===== src/rtl/hazard_pkg.sv =====
// Shared pipeline definitions for the hazard/forwarding controller:
// forwarding-select encodings, the in-flight slot record and the select priority helper.
package hazard_pkg;

    // Slot destinations are stored at this width; narrower register addresses are zero-extended.
    localparam int unsigned DST_W_MAX = 8;

    typedef enum logic [1:0] {
        FWD_RF    = 2'd0,
        FWD_EXMEM = 2'd1,
        FWD_MEMWB = 2'd2,
        FWD_WB    = 2'd3
    } fwd_sel_e;

    typedef struct packed {
        logic                 valid;
        logic                 wr;
        logic                 load;
        logic [DST_W_MAX-1:0] dst;
    } slot_t;

    localparam int unsigned SLOT_EX  = 0;
    localparam int unsigned SLOT_MEM = 1;
    localparam int unsigned SLOT_WB  = 2;

    // Youngest producer wins; a load still in EX has no data yet, so it cannot forward from EX/MEM.
    function automatic fwd_sel_e fwd_pick(input logic ex_hit, input logic ex_load,
                                          input logic mem_hit, input logic wb_hit);
        fwd_sel_e sel;
        sel = FWD_RF;
        if (ex_hit && !ex_load) begin
            sel = FWD_EXMEM;
        end else if (mem_hit) begin
            sel = FWD_MEMWB;
        end else if (wb_hit) begin
            sel = FWD_WB;
        end
        return sel;
    endfunction

endpackage


===== src/rtl/hazard_match.sv =====
// Compares one decode-stage source register against one in-flight slot.
// Register 0 is hard-wired and never produces a match.
module hazard_match
    import hazard_pkg::*;
#(
    parameter int unsigned W = DST_W_MAX
) (
    input  logic         slot_valid_i,
    input  logic         slot_wr_i,
    input  logic [W-1:0] slot_dst_i,
    input  logic [W-1:0] src_i,
    input  logic         use_i,
    output logic         match_o
);

    assign match_o = slot_valid_i & slot_wr_i & use_i &
                     (slot_dst_i == src_i) & (src_i != '0);

endmodule


===== src/rtl/hazard_ctrl.sv =====
// Load-use stall and operand-forwarding control over the EX/MEM/WB in-flight slots.
// Define HAZARD_MULDIV_EN to add a multiply/divide occupancy stall of MULDIV_LAT cycles.
module hazard_ctrl
    import hazard_pkg::*;
#(
    parameter int unsigned MULDIV_LAT = 4,
    parameter int unsigned REG_W      = 5
) (
    input  logic             clk,
    input  logic             rst_n,
    input  logic             id_valid_i,
    input  logic [REG_W-1:0] id_rs_i,
    input  logic [REG_W-1:0] id_rt_i,
    input  logic             id_use_rs_i,
    input  logic             id_use_rt_i,
    input  logic [REG_W-1:0] id_dst_i,
    input  logic             id_wr_i,
    input  logic             id_load_i,
    input  logic             id_muldiv_i,
    input  logic             flush_i,
    output logic             stall_o,
    output logic [1:0]       fwd_a_o,
    output logic [1:0]       fwd_b_o
);

    slot_t slot_q [3];
    slot_t slot_d [3];

    logic [DST_W_MAX-1:0] rs_ext;
    logic [DST_W_MAX-1:0] rt_ext;
    logic                 match_rs [3];
    logic                 match_rt [3];
    logic                 load_use;

    assign rs_ext = DST_W_MAX'(id_rs_i);
    assign rt_ext = DST_W_MAX'(id_rt_i);

    for (genvar s = 0; s < 3; s++) begin : g_slot
        hazard_match #(.W(DST_W_MAX)) u_match_rs (
            .slot_valid_i (slot_q[s].valid),
            .slot_wr_i    (slot_q[s].wr),
            .slot_dst_i   (slot_q[s].dst),
            .src_i        (rs_ext),
            .use_i        (id_use_rs_i),
            .match_o      (match_rs[s])
        );
        hazard_match #(.W(DST_W_MAX)) u_match_rt (
            .slot_valid_i (slot_q[s].valid),
            .slot_wr_i    (slot_q[s].wr),
            .slot_dst_i   (slot_q[s].dst),
            .src_i        (rt_ext),
            .use_i        (id_use_rt_i),
            .match_o      (match_rt[s])
        );
    end

    assign load_use = id_valid_i & ~flush_i & slot_q[SLOT_EX].load &
                      (match_rs[SLOT_EX] | match_rt[SLOT_EX]);

`ifdef HAZARD_MULDIV_EN
    logic [3:0] busy_q;
    logic [3:0] busy_d;

    assign stall_o = load_use | (busy_q != '0);

    // A flush kills the decode instruction but not a mul/div already occupying the unit.
    always_comb begin
        busy_d = busy_q;
        if (busy_q != '0) begin
            busy_d = busy_q - 4'd1;
        end else if (id_valid_i && id_muldiv_i && !flush_i && !load_use) begin
            busy_d = 4'(MULDIV_LAT - 1);
        end
    end

    always_ff @(posedge clk or negedge rst_n) begin
        if (!rst_n) begin
            busy_q <= '0;
        end else begin
            busy_q <= busy_d;
        end
    end
`else
    logic       unused_muldiv;
    logic [3:0] unused_lat;

    assign unused_muldiv = id_muldiv_i;
    assign unused_lat    = 4'(MULDIV_LAT);
    assign stall_o       = load_use;
`endif

    assign fwd_a_o = fwd_pick(match_rs[SLOT_EX], slot_q[SLOT_EX].load,
                              match_rs[SLOT_MEM], match_rs[SLOT_WB]);
    assign fwd_b_o = fwd_pick(match_rt[SLOT_EX], slot_q[SLOT_EX].load,
                              match_rt[SLOT_MEM], match_rt[SLOT_WB]);

    always_comb begin
        slot_d[SLOT_WB]        = slot_q[SLOT_MEM];
        slot_d[SLOT_MEM]       = slot_q[SLOT_EX];
        slot_d[SLOT_EX].valid  = id_valid_i & ~stall_o & ~flush_i;
        slot_d[SLOT_EX].wr     = id_wr_i;
        slot_d[SLOT_EX].load   = id_load_i;
        slot_d[SLOT_EX].dst    = DST_W_MAX'(id_dst_i);
    end

    always_ff @(posedge clk or negedge rst_n) begin
        if (!rst_n) begin
            for (int unsigned i = 0; i < 3; i++) begin
                slot_q[i] <= '0;
            end
        end else begin
            for (int unsigned i = 0; i < 3; i++) begin
                slot_q[i] <= slot_d[i];
            end
        end
    end

endmodule

===== config.mk =====
export PLATFORM = sky130hd
export DESIGN_NAME = hazard_ctrl
export DESIGN_NICKNAME = d
export VERILOG_FILES = /design/src/rtl/hazard_pkg.sv /design/src/rtl/hazard_match.sv /design/src/rtl/hazard_ctrl.sv
export SDC_FILE = /design/constraint.sdc
export NUM_CORES = 1
export LEC_CHECK = 0
export CORE_MARGIN = 5
export CORE_UTILIZATION = 48
export DETAILED_ROUTE_END_ITERATION = 8
export PLACE_DENSITY = 0.8
export SYNTH_ARGS = -nofsm -noshare
export SYNTH_HDL_FRONTEND = slang
export SYNTH_SLANG_ARGS = --single-unit

===== constraint.sdc =====
create_clock -name clk -period 3.7 [get_ports clk]
set_input_delay 0.74 -clock clk [delete_from_list [all_inputs] [get_ports clk]]
set_output_delay 0.74 -clock clk [all_outputs]
set_load 0.02 [all_outputs]

==> impl_metrics.csv, run 1 <==
group,metric,value,unit
clock_tree,clkLatencyLatePin,0.30,ns
hold_path,min_to,"slot_q[10]$_DFF_PN0_",
timing,tightest_slew,0.941,ns
die,die_w,56.1,um
die,io_pins,29,
yosys,synth_warnings,0,
setup_path,slowest_stage,"or4_1",
routing,drtPass1Iterations,4,
clock_tree,numCtsBuffers,3,
power_and_ir_drop,seq_power_share,0.561,
timing,fmax,290,MHz
place,dpl.hpwl,1.71,mm
yosys,syn_area_per_cell,12.0,um2
finish,fin_cells,147,
timing,period_needed,3.45,ns
setup_path,worstReg2RegStart,"slot_d[14]$_DFF_PN0_",
yosys,ys_types,19,
yosys,netlist_area,1020,um2
clock_tree,cts_tree,"yes",
place,place_congestion,0.868,
power_and_ir_drop,pwr-share-clk,0.275,
finish,layout.cells.most_common,"xnor2_1",
grt,grt_pass1_vias,815,
die,dieHeight,56.1,um
clock_tree,cts_setup_buffers,0,
timing,holdWs,0.396,ns
die,dieArea,3150,um2
setup_path,end_kind,"output port",
finish,most-common-layout-cells,"26 x xnor2_1, 22 x clkdlybuf4s50_1, 22 x dfrtp_1",
power_and_ir_drop,ir_drop,287,uV
hold_path,hold_class,"reg -> reg",
routing,routed_wl,2.12,mm
timing,grt_setup_unrepaired,"no",
setup_path,r2r-end,"slot_d[21]$_DFF_PN0_",
timing,finalHoldViolations,0,
clock_tree,htreeDepth,1,
timing,finalCritPeriodShare,0.933,
timing,slew_headroom,0.371,
die,fp.coreArea,2000,um2
timing,setup_viol,0,
setup_path,reg2reg_slack,2.28,ns
setup_path,r2r.worst_path.cells,5,
finish,utilization,0.694,
finish,drive_above_1_share,0.0917,
setup_path,cp.required,2.96,ns
power_and_ir_drop,swShare,0.236,
place,dp.cells,143,
place,dpl-instance-area,1360,um2
grt,antenna_found_initial,0,
setup_path,crit_chain,"clkdlybuf4s50_1 -> or4_1 -> o21ai_2 -> nor3_2 -> inv_1 -> a2bb2oi_1 -> dlygate4sd2_1",
finish,finalNetCount,145,
grt,grt-ovfl-total,0,
die,start_util,0.510,
power_and_ir_drop,p_leak,0.556,nW
setup_path,crit_fanout,4,
setup_path,worstPathArrival,2.71,ns
grt,grt.total_usage,0.151,
routing,drt_iter0_drc,7,
flow_run,drv_cap,0,
power_and_ir_drop,power.internal,0.359,mW
timing,skew,0.00753,ns
hold_path,hold_depth,0,
power_and_ir_drop,p_switching,0.111,mW
setup_path,slowest_delay,0.61,ns
setup_path,critPathLaunchType,"input port",
clock_tree,cts_root_buf,"clkbuf_4",
grt,grt_max_degree,23,
hold_path,hp-start,"slot_d[10]$_DFF_PN0_",
grt,grt_pass1_wl,3.73,mm
run_status,outcome,"complete, no violations",
power_and_ir_drop,power_density,339,nW/um2
finish,area_growth,36.0,%
power_and_ir_drop,share_comb_of_total_power,0.165,
yosys,syn_inst,85,
routing,via_per_inst,5.12,
routing,num_vias,752,
finish,diodes,0,
clock_tree,clkTransAtPathRegs,0.12,ns
routing,ant_nets,0,
clock_tree,clock_path_buffers,2,
clock_tree,holdBufCountCts,0,
timing,maxSlewViolCount,0,
clock_tree,cts_num_sinks,22,
routing,drc,0,
place,port_buffers,27,
yosys,synthesis.nets,109,
yosys,synth_seq_cells,22,
finish,postLayoutCellArea,1390,um2
setup_path,crit_type,"in -> out",
die,row_count,16,
yosys,ys_seq_area_frac,0.539,
routing,wire_per_inst,14.4,um
per-stage QoR:
step           worst slack, ns  total power, mW  setup TNS (ns)
6_report                 0.247            0.470               0
3_3_place_gp          -0.00534            0.343        -0.00622
5_1_grt                  0.164            0.494               0
4_1_cts                 0.0296            0.473               0
3_5_place_dp           -0.0231            0.347         -0.0371
2_1_floorplan             1.01            0.300               0
power by group through the flow:
| stage | clock network, mW | logic [mW] | registers [mW] |
|---|---|---|---|
| finish | 0.129 | 0.0776 | 0.264 |
| CTS | 0.131 | 0.0785 | 0.264 |
| floorplan | 0 | 0.0336 | 0.266 |
| global route | 0.143 | 0.0853 | 0.266 |
| detailed placement | 0 | 0.0781 | 0.268 |
| global placement | 0 | 0.0759 | 0.268 |
critical path: cells and delay by family:
| kind | cells | cell delay, ns |
|---|---|---|
| compound gates | 2 | 0.34 |
| simple gates | 2 | 0.69 |
| buf+inv | 3 | 0.93 |
per-layer routing:
metal | vias up | GRT usage | wire length, um
li1 | 366 | - | -
met2 | 19 | 0.249 | 1090
met1 | 365 | 0.194 | 916
met3 | 2 | 0.0325 | 104
met5 | - | 0 | 0
met4 | 0 | 0.0508 | 9
cell type report:
cell class              count  area, um2
clock buffers               4       36.3
fillers                   149        613
inverters                   1       3.75
multi-input cells          62        467
flip-flops and latches     22        551
well taps                  27       33.8
repair buffers             31        298
synthesized netlist by cell type:
library cell,instances,share of area
xnor2_1,26,0.22
dfrtp_1,22,0.54
or4_1,7,0.051
nand4_1,5,0.031
nand2_1,4,0.015
xor2_1,4,0.034
nand2b_1,2,0.012
nand3_1,2,0.0098
o21ai_1,2,0.0098
o21ai_2,2,0.017
a21oi_1,1,0.0049
a2bb2oi_1,1,0.0086
and3b_1,1,0.0086
inv_1,1,0.0037
nor2_1,1,0.0037
nor3_2,1,0.0098
nor3b_1,1,0.0074
nor4_1,1,0.0061
o21ai_0,1,0.0049
sequential cells by signal (all words and copies together) (netlist names):
register / cells
slot_d: 15
slot_q: 7
how the worst max path moves through the flow:
stage,start,endpoint,cells past startpoint
floorplan,id_rs_i[1],fwd_a_o[1],5
global placement,id_rt_i[4],fwd_b_o[0],7
detailed placement,id_rt_i[1],fwd_b_o[0],7
CTS,id_rs_i[2],stall_o,7
global route,id_rs_i[2],fwd_a_o[0],7
finish,id_rs_i[1],fwd_a_o[1],7
kinds of logic after synthesis:
logic type | after synthesis | synth area share
simple gates | 25 | 0.154
compound gates | 7 | 0.0453
flops | 22 | 0.539
buf+inv | 1 | 0.00367
xor+xnor | 30 | 0.257
what timing repair did:
action,in CTS,in global routing
endpoints found under the setup margin,4,1
pin swaps,0,0
resized for setup,4,1
cloned,0,0
(Power assumes the default switching activity.)
==> inputs of run 2 (changes only) <==
CAP_MARGIN = 5   (was not set)
==> results of run 2 <==
No change in the layout: final DEF, timing and power equal those of run 1.
==> inputs of run 3 (changes only) <==
PLACE_DENSITY = 0.76   (was 0.8)
SETUP_SLACK_MARGIN = 0.1   (was not set)
SYNTH_HIERARCHICAL = 1   (was not set)
==> run 3 against run 2 <==
Net effect:
- fmax down 2.7%
- wire length up 45%
- power up 11%
- final cell count up 71%
- clock skew down 0.0019 ns
- largest cell class is now multi-input combinational cells
==> impl_metrics.csv, run 3 <==
group,metric,value,unit
finish,ff_latch_area,551,um2
routing,drt_iter0_drc,73,
run_status,outcome,"complete, no violations",
power_and_ir_drop,ir_drop,311,uV
setup_path,cp.required,2.96,ns
routing,ant_nets,0,
yosys,yosys_most_used_dff,"dfrtp_1",
power_and_ir_drop,p_leak,0.886,nW
finish,drive_above_1_share,0.113,
timing,tightest_slew,0.951,ns
finish,layout.cells.most_common,"conb_1",
place,dpl-instance-area,1940,um2
die,io_pins,29,
clock_tree,numCtsBuffers,3,
finish,fill_cells,225,
power_and_ir_drop,finalPower,0.524,mW
routing,routed_wl,3.06,mm
timing,finalHoldViolations,0,
die,fp.coreArea,2710,um2
flow_run,drv_cap,0,
setup_path,crit_type,"in -> out",
grt,antenna_found_initial,0,
yosys,synth_seq_cells,22,
timing,holdWs,0.418,ns
place,port_buffers,27,
clock_tree,cts_tree,"yes",
place,place_congestion,0.791,
yosys,yosys.cell_count.top_type,"xnor2_1",
finish,multi_input_area,981,um2
setup_path,critPathLaunchType,"input port",
grt,grt_pass1_wl,5.39,mm
yosys,syn_inst,125,
finish,utilization,0.733,
routing,via_per_inst,4.72,
yosys,synth_top_area_frac,0.412,
setup_path,crit_fanout,3,
clock_tree,clock_path_buffers,2,
yosys,ys_types,17,
setup_path,worstPathArrival,2.81,ns
finish,most-common-layout-cells,"54 x conb_1, 42 x xnor2_1, 22 x clkdlybuf4s50_1, 22 x dfrtp_1",
routing,drc,0,
timing,period_needed,3.55,ns
die,dieArea,3940,um2
setup_path,end_kind,"output port",
routing,num_vias,1189,
grt,grt_pass1_vias,1257,
timing,skew,0.00564,ns
clock_tree,cts_root_buf,"clkbuf_4",
die,dieHeight,62.8,um
place,dpl.hpwl,2.60,mm
power_and_ir_drop,power_density,264,nW/um2
finish,finalNetCount,246,
clock_tree,clkLatencyLatePin,0.32,ns
yosys,syn_area_per_cell,10.7,um2
timing,setup_tns,0,ns
timing,grt_setup_unrepaired,"yes",
finish,postLayoutCellArea,1990,um2
routing,wire_per_inst,12.1,um
clock_tree,clkTransAtPathRegs,0.12,ns
clock_tree,htreeDepth,1,
timing,finalCritPeriodShare,0.959,
finish,diodes,0,
setup_path,reg2reg_slack,2.30,ns
die,start_util,0.494,
yosys,synth_edf_count,0,
yosys,synthTopCellsByArea,"dfrtp_1 41%, xnor2_1 28%, nor4_1 5.6%",
timing,setup_viol,0,
yosys,ys_seq_area_frac,0.412,
clock_tree,cts_num_sinks,22,
finish,area_growth,48.6,%
routing,drtPass1Iterations,4,
grt,grt_max_degree,23,
yosys,yosys-top-cells-count,"42 x xnor2_1, 22 x dfrtp_1, 12 x nand3_1, 12 x nor4_1",
hold_path,hold_class,"reg -> reg",
finish,largest_register_ffs,15,
die,die_w,62.8,um
yosys,synth_top_cell_by_area,"dfrtp_1",
yosys,async_flop_share,1.00,
timing,slew_headroom,0.364,
grt,grt.total_usage,0.169,
timing,fmax,282,MHz
timing,maxSlewViolCount,0,
grt,grt-ovfl-total,0,
yosys,synth_warnings,6,
yosys,netlist_area,1340,um2
die,row_count,19,
==> run 3: cell types whose count changed after synthesis, moves of 4 or more <==
cell,before,now
nor3_2,1,6
or4_1,7,0
nand2_1,4,0
a211o_1,0,6
nor4_1,1,12
xnor2_1,26,42
nand3_1,2,12
==> run 3: path summary, 6_finish.rpt <==
| kind | endpoint | from | cells past startpoint |
|---|---|---|---|
| setup / recovery | fwd_b_o[0] | id_rt_i[1] | 8 |
| hold / removal | slot_d[9]$_DFF_PN0_ | slot_d[20]$_DFF_PN0_ | 0 |
| setup reg to reg | slot_d[21]$_DFF_PN0_ | slot_d[21]$_DFF_PN0_ | 5 |
| hold reg to reg | slot_d[9]$_DFF_PN0_ | slot_d[20]$_DFF_PN0_ | 0 |
| max in group asynchronous | slot_q[4]$_DFF_PN0_ | rst_n | 1 |
| min in group asynchronous | slot_d[15]$_DFF_PN0_ | rst_n | 1 |
==> run 3: kinds of logic after synthesis <==
logic type	synth area share
AO/OA/AOI/OAI	0.0674
XOR/XNOR	0.314
buffers and inverters	0.00842
flip-flops	0.412
other	0.00280
AND/OR/NAND/NOR	0.196
==> run 3: stage by stage <==
step | std cells | worst slack, ns
floorplan | 178 | 1.20
global placement | 248 | 0.0608
detailed placement | 248 | 0.0239
CTS | 252 | 0.114
global route | 252 | 0.0931
finish | 252 | 0.152
==> run 3: worst max-delay path, cell delays in order <==
cell and delay [ns]:
clkdlybuf4s50_1 0.55, buf_4 0.17, nor4_1 0.06, a211o_1 0.31, nor3_2 0.21, inv_1 0.06, a22o_1 0.18, clkdlybuf4s50_1 0.54
==> run 3: layer usage <==
metal / track usage / routed length (um)
met1: 0.209 / 1290
met2: 0.285 / 1540
met3: 0.0360 / 137
met5: 0 / 0
met4: 0.0690 / 93
==> run 3: report_power, final <==
group / switching [mW] / internal (mW)
clock: 0.0755 / 0.0602
sequential: 0.0125 / 0.253
combinational: 0.0557 / 0.0672
==> run 3: repair_timing <==
action	CTS	global route
endpoints found under the hold margin	0	0
hold buffers	0	0
endpoints found under the setup margin	1	4
gates resized for setup	1	5
setup buffers	0	0
==> run 3: cell type report <==
class,count,share of cell area
Multi-Input combinational cell,153,0.494
Tap cell,31,0.0195
Clock buffer,4,0.0183
Inverter,3,0.00567
Timing Repair Buffer,39,0.186
Sequential cell,22,0.277
